[src/rtl/id_ex_stage_pkg.sv]
// Shared types for the ID/EX pipeline register: control bundle, bubble value and FSM states.
package id_ex_stage_pkg;

    localparam int unsigned ALUOP_W = 5;

    typedef struct packed {
        logic               regdst;
        logic               alusource;
        logic               memtoreg;
        logic               regwrite;
        logic               memread;
        logic               memwrite;
        logic [1:0]         branchjump;
        logic [ALUOP_W-1:0] aluop;
    } ctrl_t;

    localparam ctrl_t BUBBLE = '0;

    typedef enum logic {
        RUN,
        STALL
    } state_t;

endpackage

[src/rtl/id_ex_stage_hazard_detect.sv]
// Load-use hazard term: the load now in EX writes a register the instruction in ID reads.
module hazard_detect
    import id_ex_stage_pkg::*;
(
    input  logic       ex_memread_i,
    input  logic       ex_regwrite_i,
    input  logic [4:0] ex_writereg_i,
    input  logic [4:0] id_rs_i,
    input  logic [4:0] id_rt_i,
    input  logic       id_alusource_i,
    input  logic       id_memwrite_i,
    output logic       hazard_o
);

    logic rs_match;
    logic rt_match;

    assign rs_match = (ex_writereg_i == id_rs_i);
    // Rt is only a source when the ALU takes it (no immediate) or a store writes it to memory.
    assign rt_match = (ex_writereg_i == id_rt_i) & (~id_alusource_i | id_memwrite_i);

    assign hazard_o = ex_memread_i & ex_regwrite_i & (ex_writereg_i != 5'd0)
                      & (rs_match | rt_match);

endmodule

[src/rtl/id_ex_stage.sv]
// ID/EX pipeline register with load-use stall insertion, flush handling and event counters.
module id_ex_stage
    import id_ex_stage_pkg::*;
#(
    parameter int unsigned LOAD_STALL_CYCLES = 1,
    parameter int unsigned CNT_W             = 32
) (
    input  logic               Clk,
    input  logic               Reset,
    input  logic               Flush,
    input  logic               ID_RegDst,
    input  logic               ID_ALUSource,
    input  logic               ID_MemToReg,
    input  logic               ID_RegWrite,
    input  logic               ID_MemRead,
    input  logic               ID_MemWrite,
    input  logic [1:0]         ID_BranchJump,
    input  logic [ALUOP_W-1:0] ID_ALUOp,
    input  logic [31:0]        ID_PCPlus4,
    input  logic [31:0]        ID_ReadData1,
    input  logic [31:0]        ID_ReadData2,
    input  logic [31:0]        ID_SignExtImm,
    input  logic [4:0]         ID_Rs,
    input  logic [4:0]         ID_Rt,
    input  logic [4:0]         ID_Rd,
    output logic               EX_RegDst,
    output logic               EX_ALUSource,
    output logic               EX_MemToReg,
    output logic               EX_RegWrite,
    output logic               EX_MemRead,
    output logic               EX_MemWrite,
    output logic [1:0]         EX_BranchJump,
    output logic [ALUOP_W-1:0] EX_ALUOp,
    output logic [31:0]        EX_PCPlus4,
    output logic [31:0]        EX_ReadData1,
    output logic [31:0]        EX_ReadData2,
    output logic [31:0]        EX_SignExtImm,
    output logic [4:0]         EX_Rs,
    output logic [4:0]         EX_Rt,
    output logic [4:0]         EX_Rd,
    output logic [4:0]         EX_WriteReg,
    output logic               Stall,
    output logic [CNT_W-1:0]   StallCount,
    output logic [CNT_W-1:0]   FlushCount
);

    localparam int unsigned CW = 3;

    ctrl_t          id_ctrl;
    ctrl_t          ctrl_q;
    state_t         state_q, state_d;
    logic [CW-1:0]  cnt_q, cnt_d;
    logic           hazard;
    logic           bubble;
    logic           stall;

    logic [31:0]    pcplus4_q, readdata1_q, readdata2_q, signextimm_q;
    logic [4:0]     rs_q, rt_q, rd_q, writereg_q;
    logic [CNT_W-1:0] stall_count_q, flush_count_q;

    assign id_ctrl = {ID_RegDst, ID_ALUSource, ID_MemToReg, ID_RegWrite,
                      ID_MemRead, ID_MemWrite, ID_BranchJump, ID_ALUOp};

    hazard_detect u_hazard_detect (
        .ex_memread_i   (ctrl_q.memread),
        .ex_regwrite_i  (ctrl_q.regwrite),
        .ex_writereg_i  (writereg_q),
        .id_rs_i        (ID_Rs),
        .id_rt_i        (ID_Rt),
        .id_alusource_i (ID_ALUSource),
        .id_memwrite_i  (ID_MemWrite),
        .hazard_o       (hazard)
    );

    always_comb begin
        state_d = state_q;
        cnt_d   = cnt_q;
        stall   = 1'b0;
        bubble  = 1'b0;
        if (Flush) begin
            // Flush wins in both states and aborts any stall in progress.
            bubble  = 1'b1;
            state_d = RUN;
            cnt_d   = '0;
        end else begin
            unique case (state_q)
                RUN: begin
                    if (hazard) begin
                        stall  = 1'b1;
                        bubble = 1'b1;
                        if (LOAD_STALL_CYCLES > 1) begin
                            state_d = STALL;
                            cnt_d   = CW'(LOAD_STALL_CYCLES - 1);
                        end
                    end
                end
                STALL: begin
                    stall  = 1'b1;
                    bubble = 1'b1;
                    if (cnt_q == CW'(1)) begin
                        state_d = RUN;
                        cnt_d   = '0;
                    end else begin
                        cnt_d = cnt_q - CW'(1);
                    end
                end
                default: begin
                    state_d = RUN;
                    cnt_d   = '0;
                end
            endcase
        end
    end

    always_ff @(posedge Clk or posedge Reset) begin
        if (Reset) begin
            state_q <= RUN;
            cnt_q   <= '0;
        end else begin
            state_q <= state_d;
            cnt_q   <= cnt_d;
        end
    end

    // A bubble zeroes only the control bundle; data and specifiers keep their old values.
    always_ff @(posedge Clk or posedge Reset) begin
        if (Reset) begin
            ctrl_q       <= BUBBLE;
            pcplus4_q    <= '0;
            readdata1_q  <= '0;
            readdata2_q  <= '0;
            signextimm_q <= '0;
            rs_q         <= '0;
            rt_q         <= '0;
            rd_q         <= '0;
            writereg_q   <= '0;
        end else if (bubble) begin
            ctrl_q <= BUBBLE;
        end else begin
            ctrl_q       <= id_ctrl;
            pcplus4_q    <= ID_PCPlus4;
            readdata1_q  <= ID_ReadData1;
            readdata2_q  <= ID_ReadData2;
            signextimm_q <= ID_SignExtImm;
            rs_q         <= ID_Rs;
            rt_q         <= ID_Rt;
            rd_q         <= ID_Rd;
            writereg_q   <= ID_RegDst ? ID_Rd : ID_Rt;
        end
    end

    always_ff @(posedge Clk or posedge Reset) begin
        if (Reset) begin
            stall_count_q <= '0;
            flush_count_q <= '0;
        end else begin
            if (stall && (stall_count_q != '1)) begin
                stall_count_q <= stall_count_q + CNT_W'(1);
            end
            if (Flush && (flush_count_q != '1)) begin
                flush_count_q <= flush_count_q + CNT_W'(1);
            end
        end
    end

    assign EX_RegDst     = ctrl_q.regdst;
    assign EX_ALUSource  = ctrl_q.alusource;
    assign EX_MemToReg   = ctrl_q.memtoreg;
    assign EX_RegWrite   = ctrl_q.regwrite;
    assign EX_MemRead    = ctrl_q.memread;
    assign EX_MemWrite   = ctrl_q.memwrite;
    assign EX_BranchJump = ctrl_q.branchjump;
    assign EX_ALUOp      = ctrl_q.aluop;
    assign EX_PCPlus4    = pcplus4_q;
    assign EX_ReadData1  = readdata1_q;
    assign EX_ReadData2  = readdata2_q;
    assign EX_SignExtImm = signextimm_q;
    assign EX_Rs         = rs_q;
    assign EX_Rt         = rt_q;
    assign EX_Rd         = rd_q;
    assign EX_WriteReg   = writereg_q;
    assign Stall         = stall;
    assign StallCount    = stall_count_q;
    assign FlushCount    = flush_count_q;

endmodule

[config.mk]
export PLATFORM = sky130hd
export DESIGN_NAME = id_ex_stage
export DESIGN_NICKNAME = d
export VERILOG_FILES = /design/src/rtl/id_ex_stage_pkg.sv /design/src/rtl/id_ex_stage_hazard_detect.sv /design/src/rtl/id_ex_stage.sv
export SDC_FILE = /design/constraint.sdc
export NUM_CORES = 1
export LEC_CHECK = 0
export ABC_AREA = 1
export BUFFER_PORTS_ARGS = -buffer_cell sky130_fd_sc_hd__buf_2
export CORE_MARGIN = 1
export CORE_UTILIZATION = 50
export DETAILED_ROUTE_END_ITERATION = 7
export PLACE_DENSITY = 0.8
export SLEW_MARGIN = 20
export SYNTH_ARGS = -nofsm -noshare
export SYNTH_HDL_FRONTEND = slang
export SYNTH_HIERARCHICAL = 1
export SYNTH_SLANG_ARGS = --single-unit
[constraint.sdc]
create_clock -name Clk -period 9.8 [get_ports Clk]
set_clock_uncertainty 0.15 [all_clocks]
set_input_delay 0.98 -clock Clk [delete_from_list [all_inputs] [get_ports Clk]]
set_output_delay 0.98 -clock Clk [all_outputs]
set_load 0.005 [all_outputs]
# After elaboration in Yosys (flattened, before gate mapping)
# Cells that the tools add are included.
[op_classes]
add_sub_neg = 3
n_eq_ne = 5
muxes = 12
bitwise = 8
n_reduce_logical = 4
[op_table]
columns = ["op", "n"]
rows = [
  ["32-bit by 1-bit adder with 32-bit output (second input constant)", 2],
  ["32-bit inequality test (second input constant)", 2],
  ["13-bit two-way mux", 1],
  ["5-bit equality test", 2],
  ["3-bit two-way mux", 3],
  ["1-bit two-way mux", 6],
  ["5-bit two-way mux", 1],
  ["5-bit nonzero test", 1],
  ["1-bit bitwise AND", 4],
  ["3-bit by 1-bit equality test with 1-bit output (second input constant)", 1],
  ["3-bit by 1-bit subtractor with 3-bit output (second input constant)", 1],
  ["1-bit logical AND", 2],
  ["1-bit inverter", 2],
  ["1-bit bitwise OR", 2],
  ["1-bit case mux with 2 select lines", 1],
  ["2-bit nonzero test", 1],
]
[totals]
regBits = 229
input_bits = 159
output_inout_bits = 226
word_cells = 52

# Depth between registers and ports, before layout
# Gate-level depths: netlist of run 1.
[logic_depth]
depth_word = 9
depth_mapped = 13
ltp_nobuf = 13

# Modules after synthesis
# The synthesis of run 1 kept the hierarchy.
[modules_own_cells]
columns = ["module", "instances", "cells_each", "area_each_um2", "seq_area_each_um2"]
rows = [
  ["id_ex_stage", 1, 1385, 10510.1, 5730.5],
  ["hazard_detect", 1, 51, 215.2, 0.0],
]

# Worst setup path after synthesis of run 1
# Ideal clock, no wire load.
[synth_timing]
kind = "in2out"
startpoint = "in ID_Rs[1]"
endpoint = "out Stall"
t_arrival_ns = 1.673
t_required_ns = 8.670
setup_slack_ns = 6.997
cell_stages = 6
path_buffers = 0
path_cell_list = "xor2_1 -> nor2_1 -> nand3_1 -> a21oi_2 -> o21ai_0 -> inv_1"
[synth_between]
elab_chain_len = 6
[synth_lines]
columns = ["item", "line_no", "rtl"]
rows = [
  ["from (decl)", "id_ex_stage.sv:23", "input logic [4:0] ID_Rs,"],
  ["5-bit equality test", "id_ex_stage_hazard_detect.sv:18", "assign rs_match = (ex_writereg_i == id_rs_i);"],
  ["1-bit bitwise OR", "id_ex_stage_hazard_detect.sv:23", "& (rs_match | rt_match);"],
  ["1-bit bitwise AND", "id_ex_stage_hazard_detect.sv:23", ""],
  ["named net hazard", "id_ex_stage.sv:53", "logic hazard;"],
  ["1-bit two-way mux", "id_ex_stage.sv:88", "if (hazard) begin"],
  ["1-bit case mux with 2 select lines", "id_ex_stage.sv:86", "unique case (state_q)"],
  ["1-bit two-way mux", "id_ex_stage.sv:80", "if (Flush) begin"],
  ["to (decl)", "id_ex_stage.sv:42", "output logic Stall,"],
]
# The timed path passes the listed nets, and every way through them passes these cells.

# Final worst setup path of run 1
[layout_timing]
startpoint = "in ID_Rt[2]"
endpoint = "out Stall"
[layout_between]
elab_chain_len = 7
[layout_lines]
columns = ["item", "line_no", "rtl"]
rows = [
  ["from (decl)", "id_ex_stage.sv:24", "input logic [4:0] ID_Rt,"],
  ["5-bit equality test", "id_ex_stage_hazard_detect.sv:20", "assign rt_match = (ex_writereg_i == id_rt_i) & (~id_alusource_i | id_memwrite_i);"],
  ["1-bit bitwise AND", "id_ex_stage_hazard_detect.sv:20", ""],
  ["1-bit bitwise OR", "id_ex_stage_hazard_detect.sv:23", ""],
  ["1-bit bitwise AND", "id_ex_stage_hazard_detect.sv:23", ""],
  ["named net hazard", "id_ex_stage.sv:53", ""],
  ["1-bit two-way mux", "id_ex_stage.sv:88", ""],
  ["1-bit case mux with 2 select lines", "id_ex_stage.sv:86", ""],
  ["1-bit two-way mux", "id_ex_stage.sv:80", ""],
]
# The timed path passes the listed nets, and every way through them passes these cells.

==> results of run 1 <==
[power groups by stage]
stage | combinational [mW] | sequential (mW) | clock [mW]
6_report | 0.262 | 1.07 | 0.998
5_1_grt | 0.296 | 1.07 | 1.06
4_1_cts | 0.264 | 1.07 | 1.01
3_5_place_dp | 0.264 | 1.08 | 0
3_3_place_gp | 0.257 | 1.08 | 0
2_1_floorplan | 0.116 | 1.08 | 0
[sequential cells by signal, summed over array words and instances (netlist names), 2 cells and up]
register       cells
EX_ALUOp           5
EX_BranchJump      2
EX_PCPlus4        32
EX_Rd              5
EX_ReadData1      32
EX_ReadData2      32
EX_Rs              5
EX_Rt              5
EX_SignExtImm     32
EX_WriteReg        5
FlushCount        32
StallCount        32
cnt_q              3
[metrics by stage]
stage	instance area [µm²]	power [mW]
after floorplan	10700	1.20
after global placement	12800	1.33
after detailed placement	12800	1.34
after CTS	13700	2.34
after global routing	13800	2.43
final	13800	2.33
[kinds of logic (layout without fill, tap and decap cells)]
family / Yosys count / count (layout) / synth area share [%]
flops: 229 / 229 / 53.4
compound gates: 24 / 24 / 1.18
other cells: 0 / 4 / 0
simple gates: 1009 / 1009 / 37.3
fa+ha+maj: 4 / 4 / 0.467
xor+xnor: 23 / 23 / 1.88
buf+inv: 147 / 541 / 5.70
[critical path, cell delays in order]
cell and delay (ns):
buf_2 0.12, inv_1 0.06, nand2_1 0.04, nand2_1 0.08, nor2_1 0.05, nand3_1 0.10, a21oi_2 0.09, o21ai_0 0.48
inv_1 0.21, buf_2 0.18
[synthesized netlist by cell type (all sizes together)]
master  count  share of area, %
nand2     808                28
dfrtp     229                53
nor2      135               5.1
inv       101               3.5
nand3      34               1.6
buf        32               1.7
nand3b     21               1.6
clkbuf     14              0.49
xnor2      14               1.1
o21ai      13              0.61
a21oi       9              0.45
xor2        9              0.73
nand4       6              0.35
ha          4              0.47
nor3        4              0.19
o22ai       2              0.12
and2        1             0.058
[layer usage]
metal / GRT usage [%] / part of all wire [%] / vias up
met3: 6.17 / 7.4 / 74
met4: 10.2 / 3.0 / 2
met1: 34.1 / 40 / 4799
met5: 0 / 0.036 / -
met2: 47.6 / 49 / 396
li1: - / - / 5060
[path summary, 6_finish.rpt]
kind | start | end | slack [ns] | depth (start not counted)
worst max-delay path | ID_Rt[2] | Stall | 6.27 | 10
worst min-delay path | EX_SignExtImm[22] | EX_SignExtImm[22] | 0.32 | 2
worst max register to register | EX_WriteReg[0] | EX_SignExtImm[25] | 6.47 | 10
worst min register to register | EX_SignExtImm[22] | EX_SignExtImm[22] | 0.32 | 2
max in group asynchronous | Reset | EX_PCPlus4[2] | 7.80 | 3
min in group asynchronous | Reset | StallCount[23] | 0.39 | 2
[cell type report]
type	count	area, µm²	share of cell area (%)
Sequential cell	229	5730	41.6
Clock inverter	8	68.8	0.500
Inverter	101	389	2.83
Antenna cell	4	10.0	0.0727
Clock buffer	41	828	6.02
Tap cell	275	344	2.50
Timing Repair Buffer	391	1990	14.5
Multi-Input combinational cell	1060	4390	31.9
==> run metrics, run 1 <==
final slew viol count=0; Clk Latency, worst-skew pair=between 0.5 and 0.6 ns; hold-fix buffer count after cts=0; slew at the pin closest to its max-slew limit=~1.1 ns; register area share after synthesis=a little over half; MaxCap Viol Count=0; iteration count of the initial detailed-routing pass=5; Post-Layout Cell Count=2109; CTS Buffer Depth=3; CTS Buf Count=27; startpoint kind of the worst setup timing path=input pin; Power per Cell Area=about 170 mW/mm²; maximum vdd drop=roughly 0.13 mV; unrepaired setup endpoints after global routing=no; Post-Syn Area=approximately 0.011 mm²; part of the power in registers=about 46%; YS warnings=6; placement row count=53; post-route worst setup slack=around 6.3 ns; Hold Path Class=reg2reg; Clock transition at path regs=roughly 0.060 ns; buffers added on ports=roughly 380; number of antenna-violating nets in the routed design=0; detailed router's first-iteration violation count=~650; width of the chip=approximately 150 µm; CTS root buf=clkbuf_16; sum of overflow across all layers after global routing=0; min Tclk post-route=3.53 ns; post_cts resized=0; Setup Fix Bufs, Post-CTS=0; Routed WL=30900 µm; number of inserted filler cells in the final layout=around 1800; Hold WS=between 0.3 and 0.4 ns; Syn Nets=1599; total die area=0.0220 mm²; Pint=about 1.7 mW; top-level port count=roughly 390; largest net degree at the start of global routing=111; Layout Nets=~2000; combinational fraction of design power=a little under an eighth; register bit count reported by yosys=between 200 and 250; relative contribution of the clock network to total power=about 43%; run status=complete, no violations; count of different cell masters after synthesis=28; floorplan die height=between 100 and 150 µm; maximum clock frequency=between 0.2 and 0.3 GHz; first-pass GRT wire length=about 50000 µm; vias in the first global route=~9800; synthesis-to-finish area growth=28.3%; average routed wire per standard cell=between 10 and 15 µm; setup violators final=0; most common cell after layout, fill and taps aside=nand2_1; final hold vios=0; via count of the routed design=around 10000; number of antenna violations at the first check in global routing=6; average footprint of a synthesized cell=between 7 and 8 µm²; fraction of final layout cells with drive strength greater than 1=25.1%; All-Layer GR Usage=approximately 28%; post-route core utilization=between 60% and 70%; worst path arrival time=approximately 2.4 ns; placeable core area=around 0.021 mm²; class of the most critical setup path=in2out; number of levels in the clock H-tree=1; part of the cycle the worst path needs=between 30% and 40%; Static Leak=between 7 and 8 nW; hpwl dp=about 22000 µm; TritonCTS clock tree=yes; most used cells in the layout excluding fill and tap cells=nand2_1 (800), buf_2 (384), dfrtp_1 (229), nor2_1 (129), inv_1 (95); relative slew slack=28.5%; Syn Inst Count=1436; number of instances in the placed design=2055; routability congestion estimate from global placement=0.966; TNS Setup=0 ns; switching power total=slightly below 0.6 mW; proportion of total power due to net switching=25.5%; starting utilization of the core area=between 50% and 60%; routed via count divided by cell count=4.90; Sink Count=between 200 and 250; worst-case setup slack after placement=5.89 ns; CP required=about 8.7 ns; drc violations=0; category of the worst setup path capture point=primary output; CP max FO=4
No activity file was read; power rests on OpenSTA's default activity.
==> run 2, diff against run 1 <==
Clock period 9.8 ns to 3.59 ns, I/O delays scaled along.
==> run 2 against run 1 <==
  * Sequential power rose to 2.7 times the previous value
  * Critical path type is now reg2reg
  * Sequential share of layout area is 4.1 points lower
  * Worst setup slack got worse by 5.7 ns
  * Clock power grew to 2.7 times the previous value
  * Wire length increased by 22%
  * Count of clock-buffer cells in the layout shrank 9
  * Final area is 11% higher
  * Via count increased by 13%
==> run metrics, run 2 (synthesized netlist as in run 1, its figures left out) <==
most common cell after layout, fill and taps aside=nand2_1; unrepaired setup endpoints after global routing=no; number of levels in the clock H-tree=1 (unchanged); Layout Nets=2127 (+7.8%); routability congestion estimate from global placement=0.947 (-2.0%); drc violations=0 (unchanged); iteration count of the initial detailed-routing pass=5 (unchanged); starting utilization of the core area=51.0% (unchanged); class of the most critical setup path=reg2reg; via count of the routed design=11600 (+13%); placeable core area=0.0210 mm² (unchanged); worst path cell trace=nor3_1 > nand3_1 > nand3_1 > a21oi_2 > inv_1 > nand2_4 > inv_4 > buf_4 > nand2_1 > nand2_1; fraction of final layout cells with drive strength greater than 1=23.1% (-2.0 points); Hold Path Class=in2reg; maximum vdd drop=0.362 mV (+190%); slack of the worst reg-to-reg path=0.56 ns (-5.91 ns); most used cells in the layout excluding fill and tap cells=nand2_1 (800), buf_2 (384), dfrtp_1 (229), dlygate4sd3_1 (153), nor2_1 (129); Setup Fix Bufs, Post-CTS=0 (unchanged); Routed WL=37700 µm (+22%); routed via count divided by cell count=5.15 (+5.1%); footprint of the multi-input gates=0.00439 mm² (unchanged); worst path arrival time=3.32 ns (+0.92 ns); sum of overflow across all layers after global routing=0 (unchanged); maximum clock frequency=about 0.33 GHz; highest-delay cell along the critical path=inv_4; run status=complete, no violations; category of the worst setup path capture point=flop; Clk Latency, worst-skew pair=0.51 ns (-0.03 ns); synthesis-to-finish area growth=42.2%; Clock transition at path regs=0.06 ns (about the same); Static Leak=8.51 nW (+7.8%); floorplan die height=148 µm (unchanged); post-route core utilization=72.5% (+7.1 points); largest net degree at the start of global routing=170 (+53%); slew at the pin closest to its max-slew limit=1.05 ns (-0.0215 ns); total buffers and inverters traversed by the critical path=3 (-1); number of antenna-violating nets in the routed design=0 (unchanged); min Tclk post-route=around 3.0 ns; CTS Buf Count=25 (-7.4%); relative contribution of the clock network to total power=40.9% (-2.0 points); final hold vios=0 (unchanged); Pint=4.75 mW (+170%); CP max FO=103 (+99); switching power total=1.75 mW (+190%); Power per Cell Area=426 mW/mm² (+150%); startpoint kind of the worst setup timing path=flop; CP required=3.88 ns (-4.79 ns); number of antenna violations at the first check in global routing=1 (-5); detailed router's first-iteration violation count=840 (+30%); top-level port count=385 (unchanged); part of the power in registers=45.0% (-0.9 points); width of the chip=148 µm (unchanged); relative slew slack=29.9% (+1.4 points); CTS Buffer Depth=3 (unchanged); final slew viol count=0 (unchanged); vias in the first global route=11700 (+20%); TritonCTS clock tree=yes; CTS root buf=clkbuf_16; first-pass GRT wire length=59000 µm (+21%); buffers added on ports=384 (unchanged); combinational fraction of design power=14.1% (+2.8 points); Sink Count=229 (unchanged); post_cts resized=0 (unchanged); setup violators final=0 (unchanged); placement row count=53 (unchanged); hpwl dp=22400 µm (+0.68%); average routed wire per standard cell=16.7 µm (+14%); All-Layer GR Usage=34.0% (+6.3 points); total die area=0.0220 mm² (unchanged); TNS Setup=0 ns (unchanged); proportion of total power due to net switching=26.9% (+1.4 points); cell family contributing the most delay on the critical path=buffers and inverters; part of the cycle the worst path needs=84.4%; number of inserted filler cells in the final layout=1519 (-14%); MaxCap Viol Count=0 (unchanged); longest individual stage delay on the worst path=0.76 ns (+0.28 ns); area used by sequential logic in the layout=0.00573 mm² (unchanged)
[run 2: cell types whose count changed in the layout (fill, tap and decap cells not counted), moves of 2 or more]
cell	delta
clkinvlp_4	+2
bufinv_16	+2
dlygate4sd3_1	+153
diode_2	-3
clkbuf_8	-7
clkinv_2	+2
clkbuf_16	-2
buf_12	+3
[run 2: worst reg2reg max path: cells and delay by family (launching register included)]
family          cells  cell delay (ns)
compound gates      1             0.08
buf+inv             3             1.39
flops               1             0.43
simple gates        6             0.90
[run 2: metal layers]
metal / share of wire, % / vias to the layer above / global-route usage, % / wire (µm)
li1: - / 5372 / - / -
met1: 37 / 5393 / 39.9 / 13800
met2: 49 / 656 / 57.1 / 18500
met3: 7.9 / 205 / 6.81 / 2970
met4: 6.4 / 0 / 21.6 / 2420
met5: 0 / - / 0 / 0
[run 2: power by group through the flow]
stage	clock network, mW	logic (mW)	registers (mW)
after global placement	0	0.713	2.94
final	2.66	0.914	2.92
after global routing	2.79	0.994	2.94
after floorplan	0	0.318	2.96
after CTS	2.65	0.870	2.91
after detailed placement	0	0.731	2.95
[run 2: worst paths after layout]
| kind | start | endpoint | depth (start not counted) |
|---|---|---|---|
| min reg2reg | EX_ReadData1[9] | EX_ReadData1[9] | 2 |
| max reg2reg | EX_WriteReg[4] | EX_PCPlus4[24] | 10 |
| min in group asynchronous | Reset | EX_SignExtImm[9] | 3 |
| min | ID_Rt[4] | EX_Rt[4] | 3 |
| max in group asynchronous | Reset | StallCount[23] | 4 |
| max | EX_WriteReg[4] | EX_PCPlus4[24] | 10 |
[run 2: cell type report]
| type | instances | area share (%) |
|---|---|---|
| Antenna cell | 1 | 0.0164 |
| Clock buffer | 32 | 4.47 |
| Clock inverter | 13 | 0.960 |
| Inverter | 101 | 2.53 |
| Multi-Input combinational cell | 1060 | 28.8 |
| Sequential cell | 229 | 37.6 |
| Tap cell | 275 | 2.26 |
| Timing Repair Buffer | 547 | 23.4 |
[run 2: repair_timing]
| action | 4_1_cts | 5_1_grt |
|---|---|---|
| hold endpoints to repair | 191 | 0 |
| setup endpoints to repair | 0 | 0 |
| hold buffers | 153 | 0 |
[run 2: stage by stage]
stage	area [µm²]	worst slack (ns)	instances	power, mW	hold slack, ns
after floorplan	10700	0.0870	1436	3.27	0.315
after global placement	12900	0.849	2059	3.66	0.307
after detailed placement	12900	0.813	2059	3.68	0.309
after CTS	15200	0.769	2257	6.43	0.0233
after global routing	15300	0.449	2258	6.73	0.0461
final	15300	0.559	2258	6.50	0.0615
